**config.mk**
```make
export PLATFORM = sky130hd
export DESIGN_NAME = mul_seq_flat
export DESIGN_NICKNAME = d
export VERILOG_FILES = /design/src/rtl/mul_pkg.sv /design/src/rtl/mul_seq_if.sv /design/src/rtl/mul_seq.sv /design/src/flat_wrapper.sv
export SDC_FILE = /design/constraint.sdc
export NUM_CORES = 1
export LEC_CHECK = 0
export ABC_CLOCK_PERIOD_IN_PS = 1750
export BUFFER_PORTS_ARGS = -buffer_cell sky130_fd_sc_hd__clkbuf_2
export CAP_MARGIN = 20
export CORE_MARGIN = 5
export CORE_UTILIZATION = 45
export CTS_BUF_LIST = sky130_fd_sc_hd__clkbuf_16
export DETAILED_ROUTE_END_ITERATION = 6
export HOLD_SLACK_MARGIN = 0.15
export PLACE_DENSITY = 0.8
export RECOVER_POWER = 100
export SLEW_MARGIN = 20
export SYNTH_ARGS = -nofsm -noshare
export SYNTH_HDL_FRONTEND = slang
export SYNTH_SLANG_ARGS = --single-unit
```
**constraint.sdc**
```tcl
create_clock -name clk -period 1.75 [get_ports clk]
set_input_delay 0.175 -clock clk [delete_from_list [all_inputs] [get_ports clk]]
set_output_delay 0.175 -clock clk [all_outputs]
set_load 0.05 [all_outputs]
```
**src/rtl/mul_pkg.sv**
```systemverilog
// Shared definitions for the Booth multiplier sequencer and its datapath.
// Command encodings driven on the datapath state bus, plus width defaults.
package mul_pkg;

    typedef enum logic [1:0] {
        START    = 2'b00,
        MULTIPLE = 2'b01,
        CLEAR    = 2'b10
    } dp_cmd_e;

    localparam int WIDTH_DEF = 32;
    localparam int CNT_MAX   = 32;

endpackage

```
**src/rtl/mul_seq_if.sv**
```systemverilog
// Request/response and datapath command bundle for mul_seq.
// The slave modport is the sequencer's view; master is the parent/datapath side.
interface mul_seq_if
    import mul_pkg::*;
#(
    parameter int WIDTH = WIDTH_DEF,
    parameter int CNT_W = 6
);
    logic                 start;
    logic                 start_ready;
    logic [WIDTH-1:0]     multiplier_in;
    logic [WIDTH-1:0]     multiplicand_in;
    logic [WIDTH-1:0]     multiplier;
    logic [WIDTH-1:0]     multiplicand;
    logic [1:0]           state;
    logic [CNT_W-1:0]     counter;
    logic                 op_done;
    logic [2*WIDTH-1:0]   result_in;
    logic                 res_valid;
    logic                 res_ready;
    logic [2*WIDTH-1:0]   res;
    logic                 busy;

    modport slave (
        input  start, multiplier_in, multiplicand_in, op_done, result_in, res_ready,
        output start_ready, multiplier, multiplicand, state, counter, res_valid, res, busy
    );

    modport master (
        output start, multiplier_in, multiplicand_in, op_done, result_in, res_ready,
        input  start_ready, multiplier, multiplicand, state, counter, res_valid, res, busy
    );
endinterface

```
**src/rtl/mul_seq.sv**
```systemverilog
// Sequencer for an external Booth datapath: accepts a request, steps the
// datapath, and holds the product until consumed. Optional abort: MUL_SEQ_ABORT_EN.
module mul_seq
    import mul_pkg::*;
#(
    parameter int WIDTH = WIDTH_DEF,
    parameter int CNT_W = 6
) (
    input  logic clk,
    input  logic reset_n,
`ifdef MUL_SEQ_ABORT_EN
    input  logic abort,
`endif
    mul_seq_if.slave bus
);

    typedef enum logic [1:0] {S_IDLE, S_LOAD, S_RUN, S_HOLD} fsm_e;

    localparam logic [CNT_W-1:0] C_MAX = CNT_W'(CNT_MAX);

    fsm_e               r_fsm, w_fsm_nxt;
    logic [CNT_W-1:0]   r_cnt;
    logic [WIDTH-1:0]   r_mplr, r_mcnd;
    logic [2*WIDTH-1:0] r_res;
    logic               r_res_valid;

    logic               w_accept, w_done, w_ack, w_abort;
    dp_cmd_e            w_cmd;
    logic               w_busy, w_start_ready;

    assign w_accept = bus.start && (r_fsm == S_IDLE);
    assign w_done   = bus.op_done && (r_fsm == S_RUN);
    assign w_ack    = bus.res_ready && (r_fsm == S_HOLD);
`ifdef MUL_SEQ_ABORT_EN
    assign w_abort  = abort && (r_fsm == S_LOAD || r_fsm == S_RUN);
`else
    assign w_abort  = 1'b0;
`endif

    always_ff @(posedge clk or negedge reset_n) begin
        if (!reset_n) r_fsm <= S_IDLE;
        else          r_fsm <= w_fsm_nxt;
    end

    always_comb begin
        w_fsm_nxt = r_fsm;
        case (r_fsm)
            S_IDLE: if (w_accept) w_fsm_nxt = S_LOAD;
            S_LOAD: w_fsm_nxt = S_RUN;
            S_RUN:  if (w_done) w_fsm_nxt = S_HOLD;
            S_HOLD: if (w_ack) w_fsm_nxt = S_IDLE;
            default: w_fsm_nxt = S_IDLE;
        endcase
        // Abort overrides a completion landing in the same cycle.
        if (w_abort) w_fsm_nxt = S_IDLE;
    end

    always_comb begin
        w_cmd         = START;
        w_busy        = 1'b1;
        w_start_ready = 1'b0;
        case (r_fsm)
            S_IDLE: begin
                w_busy        = 1'b0;
                w_start_ready = 1'b1;
            end
            S_RUN:   w_cmd = MULTIPLE;
            S_HOLD:  w_cmd = CLEAR;
            default: w_cmd = START;
        endcase
    end

    always_ff @(posedge clk or negedge reset_n) begin
        if (!reset_n) begin
            r_cnt       <= '0;
            r_mplr      <= '0;
            r_mcnd      <= '0;
            r_res       <= '0;
            r_res_valid <= 1'b0;
        end else begin
            if (w_accept) begin
                r_mplr <= bus.multiplier_in;
                r_mcnd <= bus.multiplicand_in;
                r_cnt  <= '0;
            end
            if (w_abort) begin
                r_cnt <= '0;
            end else if (r_fsm == S_RUN && r_cnt < C_MAX) begin
                r_cnt <= r_cnt + 1'b1;
            end
            if (w_done && !w_abort) begin
                r_res       <= bus.result_in;
                r_res_valid <= 1'b1;
            end
            if (w_ack) begin
                r_res_valid <= 1'b0;
                r_cnt       <= '0;
            end
        end
    end

    assign bus.start_ready  = w_start_ready;
    assign bus.busy         = w_busy;
    assign bus.state        = w_cmd;
    assign bus.counter      = r_cnt;
    assign bus.multiplier   = r_mplr;
    assign bus.multiplicand = r_mcnd;
    assign bus.res          = r_res;
    assign bus.res_valid    = r_res_valid;

endmodule

```
**src/flat_wrapper.sv**
```systemverilog
// flat-port wrapper written by rule: the top's interface ports become plain ports
module mul_seq_flat import mul_pkg::*;
#(
    parameter int WIDTH = WIDTH_DEF,
    parameter int CNT_W = 6
)
  (clk, reset_n, bus_start, bus_multiplier_in, bus_multiplicand_in, bus_op_done, bus_result_in, bus_res_ready, bus_start_ready, bus_multiplier, bus_multiplicand, bus_state, bus_counter, bus_res_valid, bus_res, bus_busy);
  mul_seq_if #(.WIDTH(WIDTH), .CNT_W(CNT_W)) bus_i ();
  input  logic clk;
  input  logic reset_n;
  input wire logic [$bits(bus_i.start)-1:0] bus_start;
  input wire logic [$bits(bus_i.multiplier_in)-1:0] bus_multiplier_in;
  input wire logic [$bits(bus_i.multiplicand_in)-1:0] bus_multiplicand_in;
  input wire logic [$bits(bus_i.op_done)-1:0] bus_op_done;
  input wire logic [$bits(bus_i.result_in)-1:0] bus_result_in;
  input wire logic [$bits(bus_i.res_ready)-1:0] bus_res_ready;
  output wire logic [$bits(bus_i.start_ready)-1:0] bus_start_ready;
  output wire logic [$bits(bus_i.multiplier)-1:0] bus_multiplier;
  output wire logic [$bits(bus_i.multiplicand)-1:0] bus_multiplicand;
  output wire logic [$bits(bus_i.state)-1:0] bus_state;
  output wire logic [$bits(bus_i.counter)-1:0] bus_counter;
  output wire logic [$bits(bus_i.res_valid)-1:0] bus_res_valid;
  output wire logic [$bits(bus_i.res)-1:0] bus_res;
  output wire logic [$bits(bus_i.busy)-1:0] bus_busy;
  assign bus_i.start = bus_start;
  assign bus_i.multiplier_in = bus_multiplier_in;
  assign bus_i.multiplicand_in = bus_multiplicand_in;
  assign bus_i.op_done = bus_op_done;
  assign bus_i.result_in = bus_result_in;
  assign bus_i.res_ready = bus_res_ready;
  assign bus_start_ready = bus_i.start_ready;
  assign bus_multiplier = bus_i.multiplier;
  assign bus_multiplicand = bus_i.multiplicand;
  assign bus_state = bus_i.state;
  assign bus_counter = bus_i.counter;
  assign bus_res_valid = bus_i.res_valid;
  assign bus_res = bus_i.res;
  assign bus_busy = bus_i.busy;
  mul_seq #(.WIDTH(WIDTH), .CNT_W(CNT_W)) u_core (.clk(clk), .reset_n(reset_n), .bus(bus_i));
endmodule
```
==> qor.txt <==
Synth Area in Simple Gates -> 0.0253
Final Slew Violations -> 0
CP max FO -> 6
Vias in the first global route -> 5078
Nets -> 883
Syn nets -> 462
Root Buffer Master -> clkbuf_16
Clock latency on the worst-skew pair -> 0.41 ns
Critical path required time -> 2.04 ns
Synth Area in Compound Gates -> 0.00860
Vias per std cell -> 4.89
Fraction of the mapped netlist area in adder cells -> 0.0143
Startpoint types -> register
Crit path DAT -> 1.96 ns
H-Tree Depth -> 4
Reg2reg end -> u_core.r_fsm[1]$_DFFE_PN0P_
TritonRoute pass-1 iters -> 5
Mux share of post-synthesis cell area -> 0.279
CTS Sinks -> 137
Initial DRC Count -> 291
#FFs+latches synth -> 137
Post-synthesis sequential area ratio -> 0.655
Post-CTS Setup Inserts -> 0
Total routed wirelength -> 17000 µm
Vias -> 4410
RSZ-0062 raised after global routing -> true
Detail Route Antenna Nets -> 0
Rel. slew slack -> 0.204
Worst Hold Path Cells -> 4
Io pins -> 272
Port bufs -> 271
Mapped Area -> 5240 µm²
Reg-to-reg startpoint -> u_core.r_fsm[1]$_DFFE_PN0P_
Post-DP HPWL -> 9770 µm
Die ar. -> 13900 µm²
Highest clock rate -> 597 MHz
Critical Path End Type -> register
Worst-case clock buffer depth -> 2
Clock skew -> 0.00999 ns
Fin crit share -> 0.958
Core area -> 11400 µm²
CP Class -> reg -> reg
Synth warn -> 0
Wire per inst -> 18.9 µm
Dpl cell area -> 6850 µm²
Setup TNS -> 0 ns
DRC -> 0
Chip height -> 118 µm
Final GP Congestion -> 0.761
Post-place setup slack -> 0.0373 ns
Setup WS post-layout -> 0.0738 ns
Final non-filler cell total -> 901
Share of layout cells above drive strength 1 -> 0.399
Worst Hold Path EP -> u_core.r_fsm[0]$_DFFE_PN0P_
First-pass GRT wire length -> 27400 µm
GR Util All Layers -> 0.251
Register-to-Register Setup Slack -> 0.07 ns
Netlist cell types -> 22
Final instance area -> 8570 µm²
Fin crit period -> 1.68 ns
Largest net degree at the start of global routing -> 53
Hold path startpoint -> bus_start
Initial core utilization -> 0.458
Final setup viols -> 0
TritonCTS clock tree -> yes
Hold crit path type -> in -> reg
Final Hold Viols -> 0
Gate Count Post-Synth -> 323
Die width -> 118 µm
Grt ovf -> 0
Status -> finished, final reports clean
Max_cap viols -> 0
Synth Area in XOR/XNOR -> 0.00167
# rows -> 39
Worst slew pin tran -> 1.19 ns
Post-Place Cells -> 737
CTS clk-pin slew, worst paths -> 0.05 ns
Initial antenna violation count -> 1
Mapped Avg Cell Area -> 16.2 µm²
CTS buffer count -> 17
Area grow syn2layout -> 63.8%
Largest family of logic cells by synthesized area -> multiplexers
R2R depth -> 3
## synth_stat cells
cell type	n	area share
a21oi_1	2	0.0019
a222oi_1	1	0.0019
a22oi_1	1	0.0014
and2b_1	1	0.0014
buf_2	12	0.011
dfrtp_1	137	0.65
ha_1	6	0.014
inv_1	6	0.0043
mux2_1	1	0.0022
mux2_2	128	0.28
mux2i_1	1	0.0019
nand2_1	5	0.0036
nand2_2	2	0.0024
nand2b_1	1	0.0012
nand3_1	10	0.0096
nand4_1	1	0.0012
nand4b_1	2	0.0033
nor2_1	1	0.00072
o21ai_0	2	0.0019
o31ai_1	1	0.0014
or4b_1	1	0.0019
xor2_1	1	0.0017
## routing by layer
layer,share of wire,up-vias,routed length (µm),global-route usage
met4,0.031,0,530,0.103
met3,0.070,42,1190,0.0783
met2,0.55,212,9300,0.455
li1,-,1985,-,-
met1,0.35,2171,6010,0.268
met5,0,-,0,0
## worst max path at each step
stage          slack, ns                                      to                         from
2_1_floorplan       0.09  u_core.bus.multiplicand[0]$_DFFE_PN0P_  u_core.r_fsm[0]$_DFFE_PN0P_
3_3_place_gp        0.14             u_core.r_fsm[1]$_DFFE_PN0P_  u_core.r_fsm[0]$_DFFE_PN0P_
3_5_place_dp        0.04             u_core.r_fsm[1]$_DFFE_PN0P_  u_core.r_fsm[0]$_DFFE_PN0P_
4_1_cts             0.01             u_core.r_fsm[1]$_DFFE_PN0P_  u_core.r_fsm[0]$_DFFE_PN0P_
5_1_grt            -0.01        u_core.bus.res_valid$_DFFE_PN0P_  u_core.r_fsm[0]$_DFFE_PN0P_
6_report            0.07             u_core.r_fsm[1]$_DFFE_PN0P_  u_core.r_fsm[1]$_DFFE_PN0P_
## timing repair
item / in CTS / in global routing
hold buffers: 131 / 0
endpoints found under the setup margin: 0 / 6
gates resized for setup: 0 / 4
hold endpoints to repair: 250 / 0
## cell usage in the layout, fill, tap and decap left out, types with 2 or more instances in the layout
| master | n |
|---|---|
| a21oi_1 | 2 |
| buf_2 | 4 |
| buf_4 | 2 |
| buf_8 | 2 |
| bufinv_16 | 4 |
| clkbuf_1 | 135 |
| clkbuf_16 | 17 |
| clkbuf_2 | 137 |
| clkbuf_4 | 2 |
| clkinv_1 | 4 |
| clkinv_2 | 3 |
| clkinv_4 | 2 |
| clkinvlp_4 | 2 |
| dfrtp_1 | 137 |
| dlygate4sd3_1 | 131 |
| ha_1 | 4 |
| ha_2 | 2 |
| inv_1 | 6 |
| mux2_1 | 7 |
| mux2_2 | 122 |
| nand2_1 | 5 |
| nand2_2 | 2 |
| nand3_1 | 10 |
| nand4b_1 | 2 |
| o21ai_0 | 2 |
## layout make-up
type / count / area, µm²
antenna: 1 / 2.50
clock inverter: 15 / 183
inverter: 6 / 22.5
multi-input combinational: 168 / 1730
fill: 767 / 2850
sequential: 137 / 3430
timing repair buffer: 414 / 2600
tap: 143 / 179
clock buffer: 17 / 425
## sequential cells by signal, indices dropped and copies added, names as in the netlist
register                 flops
u_core.bus.res              64
u_core.bus.multiplicand     32
u_core.bus.multiplier       32
u_core.bus.counter           6
u_core.r_fsm                 2
u_core.bus.res_valid         1
## kinds of logic after synthesis
logic type / after synthesis
flops: 137
mux: 130
simple gates: 24
buf+inv: 18
compound gates: 7
fa+ha+maj: 6
xor+xnor: 1
## per-stage QoR
stage	hold slack, ns	utilization
6_report	0.221	0.751
5_1_grt	0.239	0.751
4_1_cts	0.211	0.768
3_5_place_dp	0.165	0.600
3_3_place_gp	0.154	0.600
2_1_floorplan	-0.121	-
## worst max-delay path: stages, from the launching register on
cell and delay (ns):
dfrtp_1 0.45, ha_1 0.26, a222oi_1 0.49, mux2_1 0.36
Power is not shown: default switching activity piles up to over one toggle a cycle in this logic, so the estimate is an artifact.
